--- src/rtl/mmio_uart_tx_if.sv ---
`timescale 1ns/1ps
`default_nettype none
// ============================================================================
// Module   : mmio_uart_tx_if
// Brief    : CPU load/store bus seen by the memory-mapped UART transmitter.
// Revision : 1.0  initial release
// ============================================================================
interface mmio_uart_tx_if;
  logic        mem_we;
  logic [31:0] mem_addr;
  logic [31:0] mem_wdata;
  logic [31:0] mem_rdata;
  logic        sel;

  modport master (
    output mem_we, mem_addr, mem_wdata,
    input  mem_rdata, sel
  );

  modport slave (
    input  mem_we, mem_addr, mem_wdata,
    output mem_rdata, sel
  );
endinterface
`default_nettype wire

--- src/rtl/mmio_uart_tx.sv ---
`timescale 1ns/1ps
`default_nettype none
// ============================================================================
// Module   : mmio_uart_tx
// Brief    : Memory-mapped 8N1 UART transmitter with TX FIFO and baud divider.
// Revision : 1.0  initial release
// ============================================================================
module mmio_uart_tx #(
  parameter logic [31:0] BASE_ADDR   = 32'h0000_1000,
  parameter int          FIFO_DEPTH  = 16,
  parameter logic [15:0] DEFAULT_DIV = 16'd434
) (
  input  logic           clk,
  input  logic           rst_n,
  mmio_uart_tx_if.slave  bus,
  output logic           o_tx,
  output logic           o_tx_busy
);

  localparam int c_ADDR_W = $clog2(FIFO_DEPTH);
  localparam int c_CNT_W  = c_ADDR_W + 1;
  localparam logic [c_CNT_W-1:0] c_FULL = c_CNT_W'(FIFO_DEPTH);

  typedef enum logic [1:0] {
    S_IDLE  = 2'd0,
    S_START = 2'd1,
    S_DATA  = 2'd2,
    S_STOP  = 2'd3
  } state_t;

  logic [7:0]          r_mem [FIFO_DEPTH];
  logic [c_ADDR_W-1:0] r_wr_ptr;
  logic [c_ADDR_W-1:0] r_rd_ptr;
  logic [c_CNT_W-1:0]  r_count;
  logic                r_ovf;
  logic [15:0]         r_div;

  state_t              r_state;
  logic [15:0]         r_baud;
  logic [15:0]         r_div_l;
  logic [7:0]          r_shift;
  logic [2:0]          r_bit_idx;
  logic                r_tx;

  logic                w_sel;
  logic [3:0]          w_off;
  logic                w_wr_txdata;
  logic                w_wr_status;
  logic                w_wr_div;
  logic                w_full;
  logic                w_empty;
  logic                w_push;
  logic                w_pop;
  logic [7:0]          w_head;
  logic [31:0]         w_status;

  assign w_sel       = (bus.mem_addr[31:4] == BASE_ADDR[31:4]);
  assign w_off       = bus.mem_addr[3:0];
  assign w_wr_txdata = bus.mem_we && w_sel && (w_off == 4'h0);
  assign w_wr_status = bus.mem_we && w_sel && (w_off == 4'h4);
  assign w_wr_div    = bus.mem_we && w_sel && (w_off == 4'h8);

  assign w_full  = (r_count == c_FULL);
  assign w_empty = (r_count == '0);
  assign w_push  = w_wr_txdata && !w_full;
  assign w_head  = r_mem[r_rd_ptr];
  // A new byte is taken either from idle or at the last cycle of a stop bit.
  assign w_pop   = !w_empty && ((r_state == S_IDLE) ||
                                ((r_state == S_STOP) && (r_baud == 16'd0)));

  assign o_tx      = r_tx;
  assign o_tx_busy = (r_state != S_IDLE);

  assign w_status = {22'b0, r_ovf, o_tx_busy, w_full, w_empty, 6'(r_count)};

  always_comb begin
    bus.mem_rdata = 32'h0;
    if (w_sel) begin
      case (w_off)
        4'h4:    bus.mem_rdata = w_status;
        4'h8:    bus.mem_rdata = {16'h0, r_div};
        default: bus.mem_rdata = 32'h0;
      endcase
    end
  end
  assign bus.sel = w_sel;

  always_ff @(posedge clk) begin
    if (w_push) r_mem[r_wr_ptr] <= bus.mem_wdata[7:0];
  end

  always_ff @(posedge clk or negedge rst_n) begin
    if (!rst_n) begin
      r_wr_ptr <= '0;
      r_rd_ptr <= '0;
      r_count  <= '0;
      r_ovf    <= 1'b0;
      r_div    <= DEFAULT_DIV;
    end else begin
      if (w_push) r_wr_ptr <= r_wr_ptr + 1'b1;
      if (w_pop)  r_rd_ptr <= r_rd_ptr + 1'b1;
      case ({w_push, w_pop})
        2'b10:   r_count <= r_count + 1'b1;
        2'b01:   r_count <= r_count - 1'b1;
        default: r_count <= r_count;
      endcase
      if (w_wr_txdata && w_full)
        r_ovf <= 1'b1;
      else if (w_wr_status && bus.mem_wdata[9])
        r_ovf <= 1'b0;
      if (w_wr_div)
        r_div <= (bus.mem_wdata[15:0] == 16'd0) ? 16'd1 : bus.mem_wdata[15:0];
    end
  end

  always_ff @(posedge clk or negedge rst_n) begin
    if (!rst_n) begin
      r_state   <= S_IDLE;
      r_baud    <= 16'd0;
      r_div_l   <= DEFAULT_DIV;
      r_shift   <= 8'h00;
      r_bit_idx <= 3'd0;
      r_tx      <= 1'b1;
    end else if (w_pop) begin
      r_shift <= w_head;
      r_div_l <= r_div;
      r_baud  <= r_div - 16'd1;
      r_tx    <= 1'b0;
      r_state <= S_START;
    end else begin
      case (r_state)
        S_IDLE: r_tx <= 1'b1;
        S_START: begin
          if (r_baud == 16'd0) begin
            r_baud    <= r_div_l - 16'd1;
            r_bit_idx <= 3'd0;
            r_tx      <= r_shift[0];
            r_state   <= S_DATA;
          end else begin
            r_baud <= r_baud - 16'd1;
          end
        end
        S_DATA: begin
          if (r_baud == 16'd0) begin
            r_baud <= r_div_l - 16'd1;
            if (r_bit_idx == 3'd7) begin
              r_tx    <= 1'b1;
              r_state <= S_STOP;
            end else begin
              r_bit_idx <= r_bit_idx + 3'd1;
              r_shift   <= {1'b0, r_shift[7:1]};
              r_tx      <= r_shift[1];
            end
          end else begin
            r_baud <= r_baud - 16'd1;
          end
        end
        S_STOP: begin
          if (r_baud == 16'd0) r_state <= S_IDLE;
          else                 r_baud  <= r_baud - 16'd1;
        end
        default: r_state <= S_IDLE;
      endcase
    end
  end

endmodule
`default_nettype wire

--- src/flat_wrapper.sv ---
// flat-port wrapper written by rule: the top's interface ports become plain ports
module mmio_uart_tx_flat 
#(
  parameter logic [31:0] BASE_ADDR   = 32'h0000_1000,
  parameter int          FIFO_DEPTH  = 16,
  parameter logic [15:0] DEFAULT_DIV = 16'd434
)
  (clk, rst_n, o_tx, o_tx_busy, bus_mem_we, bus_mem_addr, bus_mem_wdata, bus_mem_rdata, bus_sel);
  mmio_uart_tx_if bus_i ();
  input  logic clk;
  input  logic rst_n;
  output logic o_tx;
  output logic o_tx_busy;
  input wire logic [$bits(bus_i.mem_we)-1:0] bus_mem_we;
  input wire logic [$bits(bus_i.mem_addr)-1:0] bus_mem_addr;
  input wire logic [$bits(bus_i.mem_wdata)-1:0] bus_mem_wdata;
  output wire logic [$bits(bus_i.mem_rdata)-1:0] bus_mem_rdata;
  output wire logic [$bits(bus_i.sel)-1:0] bus_sel;
  assign bus_i.mem_we = bus_mem_we;
  assign bus_i.mem_addr = bus_mem_addr;
  assign bus_i.mem_wdata = bus_mem_wdata;
  assign bus_mem_rdata = bus_i.mem_rdata;
  assign bus_sel = bus_i.sel;
  mmio_uart_tx #(.BASE_ADDR(BASE_ADDR), .FIFO_DEPTH(FIFO_DEPTH), .DEFAULT_DIV(DEFAULT_DIV)) u_core (.clk(clk), .rst_n(rst_n), .bus(bus_i), .o_tx(o_tx), .o_tx_busy(o_tx_busy));
endmodule
--- config.mk ---
export PLATFORM = sky130hd
export DESIGN_NAME = mmio_uart_tx_flat
export DESIGN_NICKNAME = d
export VERILOG_FILES = /design/src/rtl/mmio_uart_tx_if.sv /design/src/rtl/mmio_uart_tx.sv /design/src/flat_wrapper.sv
export SDC_FILE = /design/constraint.sdc
export NUM_CORES = 1
export LEC_CHECK = 0
export ABC_AREA = 1
export BUFFER_PORTS_ARGS = -buffer_cell sky130_fd_sc_hd__buf_4
export CORE_MARGIN = 8
export CORE_UTILIZATION = 40
export DETAILED_ROUTE_END_ITERATION = 8
export GPL_ROUTABILITY_DRIVEN = 1
export PLACE_DENSITY = 0.63
export SETUP_SLACK_MARGIN = 0.3
export SYNTH_ARGS = -nofsm -noshare
export SYNTH_HDL_FRONTEND = slang
export SYNTH_SLANG_ARGS = --single-unit
--- constraint.sdc ---
create_clock -name clk -period 2.8 [get_ports clk]
set_input_delay 0.7 -clock clk [delete_from_list [all_inputs] [get_ports clk]]
set_output_delay 0.7 -clock clk [all_outputs]
set_load 0.005 [all_outputs]
-- Word level (Yosys, flattened, before mapping)
Memory sizes are Yosys's and may differ from the RTL's.
Cells that the tools add are included.
- mux-type cells: 31
- equality and inequality tests: 19
- reduce and logical (&&, ||, !) cells: 32
- add/subtract/negate cells: 8
- bitwise gates (word level): 1
- operators with widths (operator ; count):
    16-bit 2-to-1 mux ; 5
    16-bit one-hot mux with 2 select lines ; 2
    16-bit by 1-bit subtractor with 16-bit output, second input constant ; 3
    16-bit zero test ; 2
    8-bit 2-to-1 mux ; 4
    28-bit by 9-bit == test with 1-bit output, second input constant ; 1
    2-bit nonzero test ; 6
    2-bit 2-to-1 mux ; 5
    5-bit one-hot mux with 2 select lines ; 1
    5-bit AND reduction ; 2
    1-bit logical AND ; 9
    3-bit 2-to-1 mux ; 3
    3-bit by 1-bit != test with 1-bit output, second input constant ; 3
    4-bit by 1-bit adder with 4-bit output, second input constant ; 2
    1-bit 2-to-1 mux ; 8
    4-bit nonzero test ; 2
    2-bit == test, second input constant ; 3
    2-bit by 1-bit != test with 1-bit output, second input constant ; 3
    3-bit by 2-bit != test with 1-bit output, second input constant ; 2
    2-bit one-hot mux with 3 select lines ; 1
    3-bit one-hot mux with 2 select lines ; 1
    3-bit AND reduction ; 2
    5-bit by 1-bit adder with 5-bit output, second input constant ; 1
    5-bit == test, second input constant ; 1
    other kinds (17) ; 19
- register bits after elaboration: 76
- output and inout port bits: 35
- RAM bits: 128
- logic and storage cells: 103
- bits of input ports: 67
- memories: 1
- memory list (memory ; words ; width ; rd ports ; clocked after Yosys merged registers in ; write ports ; RTL line ; RTL):
    u_core.r_mem ; 16 ; 8 ; 1 ; 0 ; 1 ; mmio_uart_tx.sv:31 ; logic [7:0] r_mem [FIFO_DEPTH];

-- Logic depth before layout (Yosys ltp)
- depth in word-level cells: 6
- gate-level depth with buffers: 19
- gate-level depth less buffers: 17

-- Worst setup path after synthesis
OpenSTA, ideal clock, no wires.
- kind: in2reg
- start point: in bus_mem_addr[9]
- end point: reg u_core.r_count[4]
- library setup time: 126 ps
- setup slack: -131 ps
- arrival: 2806 ps
- data required time: 2674 ps
- stages: 18
- path buffers: 2
- path through: nor2_2 > nand3_1 > nor3_2 > nand2_2 > nor2_8 > nand3_4 > buf_6 > ha_1 > clkbuf_1 > xor2_1 > ha_1 > inv_1 > nand2_1 > nand2_1 > o21ai_0 > xor2_1 > nand2_1 > o21ai_0
- cells in the longest elaborated chain, start to end: 6
- elaborated cells on any way between the ends: 8
- classes of those cells: eq/ne (3); mux (1); reduce/logical (4)
- ends and longest elaborated chain (what ; RTL line ; RTL):
    start: declaration ; flat_wrapper.sv:15 ; input wire logic [$bits(bus_i.mem_addr)-1:0] bus_mem_addr;
    28-bit by 9-bit == test with 1-bit output * ; mmio_uart_tx.sv:57 ; assign w_sel = (bus.mem_addr[31:4] == BASE_ADDR[31:4]);
    1-bit logical AND * (2 in series) ; mmio_uart_tx.sv:59 ; assign w_wr_txdata = bus.mem_we && w_sel && (w_off == 4'h0);
    1-bit logical AND * ; mmio_uart_tx.sv:65 ; assign w_push = w_wr_txdata && !w_full;
    2-bit by 1-bit == test with 1-bit output or 2-bit == test (tied branches) ; mmio_uart_tx.sv:102 ; case ({w_push, w_pop})
    5-bit one-hot mux with 2 select lines or 2-bit nonzero test (tied branches) ; -- ;
    end signal: assignment ; mmio_uart_tx.sv:103 ; 2'b10: r_count <= r_count + 1'b1;
    end signal: assignment ; mmio_uart_tx.sv:104 ; 2'b01: r_count <= r_count - 1'b1;
    end signal: assignment ; mmio_uart_tx.sv:105 ; default: r_count <= r_count;
    end: declaration ; mmio_uart_tx.sv:34 ; logic [c_CNT_W-1:0] r_count;
Every way passes the cells marked *; elsewhere a longest branch is shown, timed or not.
A chain may end at the register's enable or synchronous reset.

-- Final worst setup path
- start point: in bus_mem_addr[1]
- end point: out bus_mem_rdata[0]
- cells in the longest elaborated chain, start to end: 3
- elaborated cells on any way between the ends: 4
- classes of those cells: eq/ne (2); mux (2)
- ends and longest elaborated chain (what ; RTL line ; RTL):
    4-bit == test or 4-bit by 3-bit == test with 1-bit output (tied branches) ; mmio_uart_tx.sv:79 ; case (w_off)
    16-bit one-hot mux with 2 select lines * ; mmio_uart_tx.sv:79 ;
    16-bit 2-to-1 mux * ; mmio_uart_tx.sv:78 ; if (w_sel) begin
    end: declaration ; flat_wrapper.sv:17 ; output wire logic [$bits(bus_i.mem_rdata)-1:0] bus_mem_rdata;
Marked as above.

==> results.tsv <==
stage	metric	value	unit
sta	drv_slew	0	
global_route	grt_util_all_layers	16.84	%
finish	antennaDiodeCount	0	
finish	multi_input_area	4493	um^2
cts	cts-hold-fix-buffers	0	
sta	finalSetupViolations	0	
worst_setup_path	path_max_fanout	8	
synth	synthXorXnorAreaFrac	3.145	%
worst_setup_path	slowest_stage	or2_4	
cts	clock_latency	0.53	ns
worst_setup_path	cp.required	2.10	ns
worst_setup_path	critPathBufInv	4	
routing	ant_nets	0	
power_and_ir_drop	p_per_area	575.0	nW/um^2
routing	drcViolationCount	0	
worst_setup_path	path_depth	8	
synth	netlist-cell-type-count	43	
sta	final_hold_viol_count	0	
sta	max_slew_margin	54.49	%
finish	layout.nets	1390	
finish	post-route-util	49.13	%
finish	syn2layout_area_growth	20.63	%
sta	worstMarginPinSlew	0.6826	ns
synth	synth_top_area_share	36.32	%
synth	synthSimpleGateAreaFrac	26.44	%
routing	drtPass1Iterations	7	
outcome	status	finished, final reports clean	
global_route	antenna_found_initial	0	
sta	max_freq	404.9	MHz
routing	first_iter_violations	715	
routing	wl_per_cell	16.76	um
cts	max-clock-path-buffers	3	
placement	dp_hpwl	18600	um
finish	drive_gt1_share	20.08	%
finish	finalNonFillerCells	1655	
routing	drt-total-wl	27730	um
worst_setup_path	critPathTopFamily	simple AND/OR/NAND/NOR gates	
sta	rsz0062_at_grt	yes	
sta	finalCritPeriodShare	88.22	%
worst_setup_path	worstPathArrival	1.77	ns
die	rows	59	
sta	finalCriticalPeriod	2.470	ns
worst_setup_path	reg2reg_depth	15	
global_route	grt_max_degree	67	
placement	place_congestion	0.8813	
worst_setup_path	criticalPathCategory	input port to output port	
synth	avgSynthCellArea	8.856	um^2
worst_setup_path	end_kind	output port	
finish	nFillCells	2453	
cts	htreeDepth	1	
routing	vias	8456	
sta	finalWorstSetupSlack	0.3300	ns
finish	seq_area	5772	um^2
synth	synth-edff-count	128	
worst_setup_path	slowest_delay	0.26	ns
routing	via_per_inst	5.109	
cts	cts.reportedPaths.clkPinSlew	0.06	ns
finish	final_cell_area	12770	um^2
synth	ys_async_sr_fraction	37.25	%
placement	placed_area	11640	um^2
worst_setup_path	crit_chain	buf_6, or2_4, nor3_4, buf_6, buf_12, nand2_2, a21oi_2, buf_4	
synth	yosysTopAreaCell	edfxtp_1	
cts	clockRootBuffer	clkbuf_16	
cts	cts_made_buffers	23	
global_route	grt_first_pass_wirelength	42920	um
synth	synth_compound_area_share	7.460	%
worst_hold_path	hold_class	input port to async pin	
synth	synth.area.top_cells	edfxtp_1 36%, dfrtp_1 15%, nand2_1 11%	
finish	layout_commonest_cell	nand2_1	
synth	yosys_register_bits	204	
power_and_ir_drop	peakVddDrop	0.0006675	V
run	cap_viol_max_count	0	
synth	synthAdderAreaFrac	2.365	%
die	initial_core_util	40.73	%
synth	synth_top_flop_cell	edfxtp_1	
die	io_pins	102	
synth	synth_area	10580	um^2
die	dieHeight	178.7	um
placement	placed_cells	1593	
placement	io_buffers	69	
finish	mostFrequentLayoutCells	292 x nand2_1, 156 x nor2_1, 128 x edfxtp_1, 117 x buf_4, 112 x nand3_1	
sta	clock_skew	0.01607	ns
synth	synth_top_family_by_area	simple AND/OR/NAND/NOR gates	
synth	synthCells	1195	
die	core_area	25980	um^2
global_route	grt_overflow	0	
synth	synth_mux_area_share	0	%
synth	ys_seq_area_share	54.42	%
cts	cts_sinks	204	
worst_setup_path	path_common_cell	buf_6	
die	die_w	178.7	um
global_route	grt_pass1_vias	8151	
die	die_area	31920	um^2
power_and_ir_drop	p_leak	5.427	nW
cts	cts_tree	done	
placement	dp_slack	0.01583	ns
worst_setup_path	start_kind	input port	
synth	ys_warn_count	0	
-- repair_timing --
| item | 4_1_cts | 5_1_grt |
|---|---|---|
| setup buffers | 6 | 14 |
| gates cloned | 0 | 0 |
| setup endpoints to repair | 19 | 19 |
| pin swaps | 8 | 23 |
| gates resized for setup | 23 | 53 |
-- registers in the layout (all words and copies together), names as in the netlist --
signal / count
u_core.o_tx: 1
u_core.r_baud: 16
u_core.r_bit_idx: 3
u_core.r_count: 5
u_core.r_div: 16
u_core.r_div_l: 16
u_core.r_mem: 128
u_core.r_ovf: 1
u_core.r_rd_ptr: 4
u_core.r_shift: 8
u_core.r_state: 2
u_core.r_wr_ptr: 4
-- worst register-to-register path: cells and delay by family, from the launching register on --
family | cells | cell delay, ns
XOR/XNOR | 2 | 0.30
AO/OA/AOI/OAI | 3 | 0.44
adder cells (fa/ha/maj) | 2 | 0.38
flip-flops | 1 | 0.46
buffers and inverters | 1 | 0.03
AND/OR/NAND/NOR | 7 | 0.69
-- per-stage QoR --
stage | setup TNS [ns] | hold WS, ns | power [mW]
detailed placement | 0 | 0.4589 | 4.413
global route | 0 | 0.2069 | 7.649
CTS | 0 | 0.1768 | 7.359
finish | 0 | 0.1741 | 7.340
global placement | 0 | 0.4535 | 4.390
floorplan | -0.05965 | 0.4044 | 4.069
-- Yosys cell counts, types with 3 or more instances --
cell        n
buf_4      21
dfrtp_1    65
nand2_1   302
o21ai_1     3
ha_1       20
buf_2      15
dfstp_2    11
nor4_1      4
nor2_1    170
or2_2       3
nand4_1    11
inv_1      75
o21ai_0    88
xnor2_1     9
xor2_1     29
nor3_1     26
a21oi_1    12
nor2_2      9
clkbuf_1   21
nand3_1   114
nand2_2     3
o211ai_1   29
buf_6       4
edfxtp_1  128
-- where the power goes --
group          switching (mW)  internal (mW)  total, mW
Combinational           0.699          0.397       1.10
Sequential             0.0440           3.26       3.31
Clock                    1.21           1.72       2.94
-- kinds of logic (layout without fill, tap and decap cells) --
kind of cell,Yosys count,in the layout
AOI/OAI and AO/OA,139,139
xor gates and xnor gates,38,38
adders and majority gates,20,20
buffers and inverters,139,249
DFF,204,204
other,1,16
and+or+nand+nor,654,654
-- layer usage --
layer  global-route usage (%)  share of wire (%)
met1                    22.86                 44
met2                    28.01                 49
met3                    1.685                4.0
met4                    5.236                2.5
met5                        0                  0
-- worst paths after layout --
kind / slack (ns) / endpoint / from
min in group clk: 0.42 / u_core.r_div[8]$_DFFE_PN1P_ / bus_mem_wdata[8]
hold reg to reg: 0.47 / u_core.r_shift[7]$_DFFE_PN0P_ / u_core.r_shift[7]$_DFFE_PN0P_
hold / removal: 0.17 / u_core.r_baud[14]$_DFFE_PN0P_ / rst_n
max in group asynchronous: 1.94 / u_core.r_div[1]$_DFFE_PN1P_ / rst_n
setup / recovery: 0.33 / bus_mem_rdata[0] / bus_mem_addr[1]
setup reg to reg: 0.43 / u_core.r_count[4]$_DFFE_PN0P_ / u_core.r_baud[6]$_DFFE_PN0P_
-- cell type report --
type / instances / area share (%)
clock buffers: 34 / 4.832
repair buffers: 129 / 8.243
flip-flops and latches: 204 / 45.21
multi-input cells: 867 / 35.20
inverters: 78 / 2.372
clock inverters: 8 / 0.8625
well taps: 335 / 3.283
(Power assumes the default switching activity.)
